### config.mk
export PLATFORM = sky130hd
export DESIGN_NAME = instr_sequencer
export DESIGN_NICKNAME = d
export VERILOG_FILES = /design/src/rtl/instr_sequencer.sv
export SDC_FILE = /design/constraint.sdc
export NUM_CORES = 1
export LEC_CHECK = 0
export BUFFER_PORTS_ARGS = -buffer_cell sky130_fd_sc_hd__buf_2
export CORE_ASPECT_RATIO = 0.8
export CORE_UTILIZATION = 50
export CTS_BUF_LIST = sky130_fd_sc_hd__clkbuf_4 sky130_fd_sc_hd__clkbuf_8
export DETAILED_ROUTE_END_ITERATION = 12
export GPL_ROUTABILITY_DRIVEN = 0
export PLACE_DENSITY = 0.73
export SLEW_MARGIN = 20
export SYNTH_ARGS = -nofsm -noshare
export SYNTH_HDL_FRONTEND = slang
export SYNTH_SLANG_ARGS = --single-unit
### constraint.sdc
create_clock -name Clk -period 2.5 [get_ports Clk]
set_input_delay 0.25 -clock Clk [delete_from_list [all_inputs] [get_ports Clk]]
set_output_delay 0.25 -clock Clk [all_outputs]
set_load 0.01 [all_outputs]
### src/rtl/instr_sequencer.sv
// Multi-cycle FSM sequencer for the single-issue MIPS datapath: gates stage enables,
// stalls on multiply and data memory, counts retires. Optional macro: SEQ_TIMEOUT_EN.
module instr_sequencer #(
  parameter int MUL_CYCLES     = 4,
  parameter int TIMEOUT_CYCLES = 64
) (
  input  logic        Clk,
  input  logic        Rst,
  input  logic        Run,
  input  logic [5:0]  OpCode,
  input  logic        MemAck,
  output logic        PCWrite,
  output logic        IRWrite,
  output logic        AluStart,
  output logic        RegWriteEn,
  output logic        MemReq,
  output logic        MemReadEn,
  output logic        MemWriteEn,
  output logic        IllegalOp,
  output logic        Busy,
  output logic        Fault,
  output logic [15:0] InstrCount
);

  typedef enum logic [2:0] {
    S_IDLE, S_FETCH, S_DECODE, S_EXECUTE, S_MULWAIT, S_MEMORY, S_WRITEBACK
  } state_e;

  typedef enum logic [2:0] {C_R, C_IMM, C_MUL, C_LD, C_ST, C_ILL} cls_e;

  localparam logic [5:0] OP_MUL = 6'b011100;

  if (MUL_CYCLES < 1 || MUL_CYCLES > 15 || TIMEOUT_CYCLES < 1) begin : g_param_check
    $error("instr_sequencer: MUL_CYCLES must be 1..15 and TIMEOUT_CYCLES >= 1");
  end

  function automatic cls_e classify(input logic [5:0] op);
    case (op)
      6'b000000, 6'b011111: classify = C_R;
      OP_MUL:               classify = C_MUL;
      6'b100011:            classify = C_LD;
      6'b101011:            classify = C_ST;
      default:              classify = (op[5:3] == 3'b001 && op[2:0] != 3'b111) ? C_IMM : C_ILL;
    endcase
  endfunction

  state_e      state_q, state_d;
  logic [5:0]  op_q, op_d;
  logic [3:0]  mul_cnt_q, mul_cnt_d;
  logic [15:0] instr_count_q, instr_count_d;
  logic        pc_write_q, pc_write_d;
  logic        ir_write_q, ir_write_d;
  logic        alu_start_q, alu_start_d;
  logic        reg_write_q, reg_write_d;
  logic        mem_req_q, mem_req_d;
  logic        mem_read_q, mem_read_d;
  logic        mem_write_q, mem_write_d;
  logic        busy_q, busy_d;
  logic        fault;
  logic        retire;

`ifdef SEQ_TIMEOUT_EN
  localparam int TW = $clog2(TIMEOUT_CYCLES + 1);
  logic [TW-1:0] tmo_cnt_q, tmo_cnt_d;
  logic          fault_q, fault_d;
  assign fault = fault_q;
`else
  assign fault = 1'b0;
`endif

  always_comb begin
    state_d       = state_q;
    op_d          = op_q;
    mul_cnt_d     = mul_cnt_q;
    instr_count_d = instr_count_q;
    retire        = 1'b0;
`ifdef SEQ_TIMEOUT_EN
    fault_d   = fault_q;
    tmo_cnt_d = '0;
`endif
    case (state_q)
      S_IDLE:   if (Run && !fault) state_d = S_FETCH;
      S_FETCH:  state_d = S_DECODE;
      S_DECODE: begin
        op_d = OpCode;
        if (classify(OpCode) == C_ILL) state_d = Run ? S_FETCH : S_IDLE;
        else                           state_d = S_EXECUTE;
      end
      S_EXECUTE: begin
        case (classify(op_q))
          C_MUL: begin
            state_d   = S_MULWAIT;
            mul_cnt_d = 4'(MUL_CYCLES - 1);
          end
          C_LD, C_ST: state_d = S_MEMORY;
          default:    state_d = S_WRITEBACK;
        endcase
      end
      S_MULWAIT: begin
        if (mul_cnt_q == 4'd0) state_d = S_WRITEBACK;
        else                   mul_cnt_d = mul_cnt_q - 4'd1;
      end
      S_MEMORY: begin
        if (MemAck) begin
          if (classify(op_q) == C_ST) retire = 1'b1;
          else                        state_d = S_WRITEBACK;
        end
`ifdef SEQ_TIMEOUT_EN
        // Abandon the access: no writeback, no retire, sticky until reset.
        else if (tmo_cnt_q == TW'(TIMEOUT_CYCLES - 1)) begin
          fault_d = 1'b1;
          state_d = S_IDLE;
        end else begin
          tmo_cnt_d = tmo_cnt_q + 1'b1;
        end
`endif
      end
      S_WRITEBACK: retire = 1'b1;
      default:     state_d = S_IDLE;
    endcase

    if (retire) begin
      instr_count_d = instr_count_q + 16'd1;
      state_d       = Run ? S_FETCH : S_IDLE;
    end

    // Outputs are registered from the next state so they line up with state_q.
    pc_write_d  = (state_d == S_FETCH);
    ir_write_d  = (state_d == S_FETCH);
    alu_start_d = (state_d == S_EXECUTE) && (op_d == OP_MUL);
    reg_write_d = (state_d == S_WRITEBACK);
    mem_req_d   = (state_d == S_MEMORY);
    mem_read_d  = mem_req_d && (classify(op_d) == C_LD);
    mem_write_d = mem_req_d && (classify(op_d) == C_ST);
    busy_d      = (state_d != S_IDLE);
  end

  always_ff @(posedge Clk or negedge Rst) begin
    if (!Rst) begin
      state_q       <= S_IDLE;
      op_q          <= '0;
      mul_cnt_q     <= '0;
      instr_count_q <= '0;
      pc_write_q    <= 1'b0;
      ir_write_q    <= 1'b0;
      alu_start_q   <= 1'b0;
      reg_write_q   <= 1'b0;
      mem_req_q     <= 1'b0;
      mem_read_q    <= 1'b0;
      mem_write_q   <= 1'b0;
      busy_q        <= 1'b0;
`ifdef SEQ_TIMEOUT_EN
      tmo_cnt_q     <= '0;
      fault_q       <= 1'b0;
`endif
    end else begin
      state_q       <= state_d;
      op_q          <= op_d;
      mul_cnt_q     <= mul_cnt_d;
      instr_count_q <= instr_count_d;
      pc_write_q    <= pc_write_d;
      ir_write_q    <= ir_write_d;
      alu_start_q   <= alu_start_d;
      reg_write_q   <= reg_write_d;
      mem_req_q     <= mem_req_d;
      mem_read_q    <= mem_read_d;
      mem_write_q   <= mem_write_d;
      busy_q        <= busy_d;
`ifdef SEQ_TIMEOUT_EN
      tmo_cnt_q     <= tmo_cnt_d;
      fault_q       <= fault_d;
`endif
    end
  end

  // OpCode is only valid from DECODE, so the illegal pulse cannot be registered ahead.
  assign IllegalOp  = (state_q == S_DECODE) && (classify(OpCode) == C_ILL);
  assign PCWrite    = pc_write_q;
  assign IRWrite    = ir_write_q;
  assign AluStart   = alu_start_q;
  assign RegWriteEn = reg_write_q;
  assign MemReq     = mem_req_q;
  assign MemReadEn  = mem_read_q;
  assign MemWriteEn = mem_write_q;
  assign Busy       = busy_q;
  assign Fault      = fault;
  assign InstrCount = instr_count_q;

endmodule

==> summary.md, run 1 <==
| Metric | Value |
|---|---|
| Mapped Avg Cell Area | 10.6 µm² |
| Residual DRC | 0 |
| Layout cells sized above 1 | 25.8% |
| Post-route cell area | 2170 µm² |
| Fin. max-slew vios | 0 |
| Synth Area in Adders | 2.01% |
| Final min period | 2120 ps |
| Die Span X | 70.3 µm |
| Critical path's largest stage delay | 550 ps |
| Initial antenna violation count | 0 |
| Post-CTS setup buffers | 0 |
| Yosys warnings | 0 |
| Routed wire length | 3780 µm |
| Hold WC Path Type | input port to asynchronous set/reset pin |
| Slew at the pin closest to its max-slew limit | 796 ps |
| Crit path arrival time | 2330 ps |
| Final Hold Vio Count | 0 |
| Achievable Freq | 472 MHz |
| Ant. Diodes | 0 |
| All-layer global routing usage | 20.8% |
| Power per cell area | 983 nW/µm² |
| Die height | 56.7 µm |
| Cells after Synth | 176 |
| Crit path max fanout | 13 |
| Synth Net Count | 189 |
| Reg2Reg Depth | 5 |
| Drt via density | 5.67 |
| Static leakage | 0.00104 µW |
| R2R Setup Slk | 380 ps |
| Hold WS | 35.6 ps |
| Hold buffer count at cts | 0 |
| # rows | 19 |
| Synth top area cells | dfrtp_1 48%, xnor2_1 4.2%, xor2_1 3.8%, nand2_1 3.0%, nor2_1 2.8% |
| Clock Skew | 8.03 ps |
| Compound-gate portion of the synthesized area | 10.2% |
| Vias in the first global route | 1,362 |
| Port Buffers | 34 |
| Crit-path slowest cell | dfrtp_1 |
| Largest family of logic cells by synthesized area | simple AND/OR/NAND/NOR gates |
| Setup CP Type | flip-flop to flip-flop |
| CP required | 2710 ps |
| Setup crit start kind | flip-flop |
| Post-CTS Resized | 0 |
| RSZ-0062 raised after global routing | false |
| Worst-path clk slew | 80 ps |
| HPWL after detailed placement | 2670 µm |
| Critical path, cell by cell | nor3b_2 > buf_4 > mux2_1 > or4_4 > nor4_2 |
| FFs w/ async S/R, synth | 100% |
| Max IR drop VDD | 854 µV |
| Kind of end point of the critical path | flip-flop |
| Pin count of the biggest net entering global routing | 37 |
| Fin crit share | 84.8% |
| Synth Area in Simple Gates | 24.0% |
| Cell variety after synth | 51 |
| CTS buffer count | 5 |
| Slew headroom | 46.9% |
| Clock sink total | 36 |
| Most frequent cells in the layout | 36 x dfrtp_1, 34 x buf_2, 15 x nand2_1, 14 x nor2_1, 9 x xnor2_1 |
| Area leader, netlist | dfrtp_1 |
| Dpl cells | 247 |
| Antenna Nets Post-Route | 0 |
| CTS tree | done |
| H-tree depth | 2 |
| Nets | 225 |
| Worst-Skew Late Latency | 290 ps |
| Share of the synthesized area in the top cell type | 48.2% |
| Drt pass-1 iters | 4 |
| Initial drt markers | 106 |
| Non-filler cells, final | 255 |
| Initial Util | 53.5% |
| Mapped Area | 1870 µm² |
| Seq cells post-synth | 36 |
| GR Overflow Total | 0 |
| I/O pins | 36 |
| First-pass GRT wire length | 6360 µm |
| Mux contribution to synthesized area | 4.15% |
| Via count | 1,447 |
| Seq/Total Area, Yosys | 48.2% |
| Core area | 3490 µm² |
| Number of flops mapped to enable cells by yosys | 0 |
| # Max-Cap Violations | 0 |
| Setup total negative slack | 0 ps |
| Average wire per standard cell | 14.8 µm |
| Status | completed |
| Area delta synth->final | 16.3% |
| Commonest non-fill, non-tap cell in the layout | dfrtp_1 |
| Total Power | 2140 µW |
| Worst reg2reg path startpoint | state_q[1] |
| Reg-to-reg endpoint | AluStart |
| Setup Viol. Count Final | 0 |
| Placed instance area | 2060 µm² |
| Clock buffer depth | 2 |
| Die area | 3990 µm² |
| Root Driver | clkbuf_8 |
| Synth Area in XOR/XNOR | 7.97% |
| Top FF cell, synth | dfrtp_1 |
-- state kept, by name, summed over array words and instances (netlist names), 3 cells and up --
signal / count
op_q: 6
InstrCount: 16
mul_cnt_q: 4
state_q: 3
-- power breakdown --
| group | total [µW] | switching [µW] | internal, µW |
|---|---|---|---|
| Combinational | 685 | 372 | 313 |
| Sequential | 944 | 205 | 739 |
| Clock | 507 | 212 | 295 |
-- worst max path at each step --
stage | cells after the start | slack [ps] | end | from
finish | 5 | 380 | AluStart | state_q[1]
global route | 5 | 250 | AluStart | state_q[1]
floorplan | 5 | 710 | AluStart | state_q[0]
global placement | 5 | 510 | AluStart | state_q[1]
detailed placement | 5 | 430 | AluStart | state_q[1]
CTS | 5 | 390 | AluStart | state_q[1]
-- per-layer routing --
layer	vias to the layer above	wire, µm	track usage [%]
li1	696	-	-
met1	706	1800	29.0
met2	38	1750	29.5
met3	7	169	7.90
met4	0	60	6.86
met5	-	0	0
-- final cells by class --
cell class	instances	area, µm²
clock buffers	5	68.8
clock inverters	3	42.5
fillers	292	1320
inverters	6	22.5
multi-input cells	128	907
flip-flops and latches	36	901
well taps	42	52.6
repair buffers	35	178
-- stage by stage --
stage	worst slack, ps	utilization [%]
after CTS	389	62.2
after global placement	510	59.0
after global routing	254	62.2
after floorplan	713	-
after detailed placement	426	59.0
final	380	62.2
-- Yosys cell counts, drive strengths merged, types with 6 or more instances --
cell	count
xnor2	9
inv	6
nand3	6
mux2	6
dfrtp	36
xor2	8
nand2	15
and3	6
nor2	14
nor3	7
-- worst max-delay path, delay by kind of cell (launching register included) --
| kind | cells | cell delay (ps) |
|---|---|---|
| buffers and inverters | 1 | 210 |
| flip-flops | 1 | 550 |
| multiplexers | 1 | 380 |
| AND/OR/NAND/NOR | 3 | 890 |
-- logic make-up (layout without fill, tap and decap cells) --
family,after synthesis,after routing
flops,36,36
mux,7,7
buf+inv,12,49
other cells,1,1
simple gates,75,75
xor+xnor,17,17
compound gates,25,25
fa+ha+maj,3,3
(Power assumes the default switching activity.)
==> run 2: changes to the inputs <==
PLACE_DENSITY = 0.76   (was 0.73)
clock period = 1.71 ns   (was 2.5 ns; I/O delays follow)
==> summary.md, run 2 (synthesized netlist as in run 1, its figures left out) <==
| Metric | Value |
|---|---|
| Sequential cell area | 901 µm² |
| Most frequent cells in the layout | 36 x dfrtp_1, 34 x buf_2, 19 x buf_4, 12 x nand2_1, 9 x xnor2_1 |
| Crit path max fanout | 9 |
| Clock buffer depth | 2 |
| CTS buffer count | 5 |
| HPWL after detailed placement | 3050 µm |
| CTS tree | done |
| Worst-path clk slew | 70 ps |
| Initial Util | 53.5% |
| Average wire per standard cell | 15.9 µm |
| Total Power | 3570 µW |
| Failing checks | negative setup slack |
| Power per cell area | 1440 nW/µm² |
| Final Hold Vio Count | 0 |
| Nets | 248 |
| Via count | 1,577 |
| Crit path arrival time | 2040 ps |
| # Max-Cap Violations | 0 |
| Residual DRC | 0 |
| Port Buffers | 34 |
| Antenna Nets Post-Route | 0 |
| # rows | 19 |
| Crit-path slowest cell | or4_4 |
| Largest register FFs | 16 |
| Setup WS pre-CTS | -122 ps |
| Critical path's largest stage delay | 520 ps |
| Initial drt markers | 101 |
| Core area | 3490 µm² |
| CP required | 1910 ps |
| Vias in the first global route | 1,523 |
| Status | complete, but fails checks |
| First-pass GRT wire length | 7370 µm |
| Core Util, Final | 70.7% |
| Setup total negative slack | -924 ps |
| Setup crit start kind | flip-flop |
| Critical path, cell by cell | nor3b_2 > buf_6 > mux2_4 > or4_4 > nor4_4 |
| RSZ-0062 raised after global routing | true |
| GR Overflow Total | 0 |
| Final min period | 1830 ps |
| Layout cells sized above 1 | 41.9% |
| Slew at the pin closest to its max-slew limit | 783 ps |
| Commonest non-fill, non-tap cell in the layout | dfrtp_1 |
| Non-filler cells, final | 278 |
| Fill cell count | 255 |
| Clock sink total | 36 |
| Drt pass-1 iters | 4 |
| Clock Skew | 5.84 ps |
| Routed wire length | 4410 µm |
| Max IR drop VDD | 640 µV |
| Fin. max-slew vios | 0 |
| Dpl cells | 265 |
| Area delta synth->final | 32.2% |
| H-tree depth | 2 |
| Drt via density | 5.67 |
| I/O pins | 36 |
| Setup Viol. Count Final | 19 |
| Fin crit share | 107% |
| Setup CP Type | flip-flop to flip-flop |
| Die height | 56.7 µm |
| Multi-input logic area | 1010 µm² |
| Slew headroom | 47.8% |
| Initial antenna violation count | 0 |
| Static leakage | 0.00119 µW |
| All-layer global routing usage | 24.1% |
| Kind of end point of the critical path | flip-flop |
| Pin count of the biggest net entering global routing | 37 |
| Achievable Freq | 545 MHz |
| Root Driver | clkbuf_8 |
| Final setup margin | -125 ps |
| Worst-Skew Late Latency | 300 ps |
| Hold WC Path Type | input port to flip-flop |
| Die area | 3990 µm² |
| Die Span X | 70.3 µm |
| Ant. Diodes | 0 |
==> run 2: cell count changes in the layout (fill, tap and decap cells not counted), sizes merged <==
cell         previous run  this run
buf                    35        57
clkbuf                  5         6
clkinvlp                1         0
dlygate4sd3             0         1
==> run 2: repair_timing <==
action	in CTS	in global routing
hold endpoints to repair	36	0
hold buffers	1	0
buffers inserted	0	4
gates resized for setup	12	17
pin swaps	6	5
endpoints found under the setup margin	12	26
==> run 2: critical path: cells and delay by family, from the launching register on <==
family                 cells  cell delay (ps)
AND/OR/NAND/NOR            3              860
flip-flops                 1              390
multiplexers               1              310
buffers and inverters      1              170
==> run 2: final cells by class <==
class	instances	share of cell area, %
flip-flops and latches	36	36.5
clock buffers	6	3.09
clock inverters	2	1.42
inverters	6	0.912
well taps	42	2.13
repair buffers	58	14.9
multi-input cells	128	41.1
==> run 2: worst paths after layout <==
kind	endpoint	cells past startpoint	startpoint	slack [ps]
setup / recovery	AluStart	5	state_q[0]	-120
max in group asynchronous	InstrCount[8]	2	Rst	720
min in group asynchronous	state_q[0]	2	Rst	490
hold reg to reg	InstrCount[15]	1	InstrCount[15]	480
hold / removal	op_q[2]	3	OpCode[2]	190
setup reg to reg	AluStart	5	state_q[0]	-120
==> run 2: report_power, final <==
| group | internal (µW) | switching (µW) | total [µW] |
|---|---|---|---|
| Combinational | 740 | 765 | 1500 |
| Sequential | 1080 | 221 | 1300 |
| Clock | 448 | 312 | 760 |
==> run 2: through the flow <==
stage | hold slack (ps) | cell area (µm²)
after floorplan | -125 | 1870
after global placement | 276 | 2200
after detailed placement | 298 | 2200
after CTS | 183 | 2370
after global routing | 206 | 2470
final | 188 | 2470
==> run 2: layer usage <==
layer  GRT usage [%]  vias to the layer above  wire, µm
met5               0                        -         0
met2            38.2                       58      2140
met4            8.57                        0       105
met3            7.90                       12       257
li1                -                      748         -
met1            31.0                      759      1910
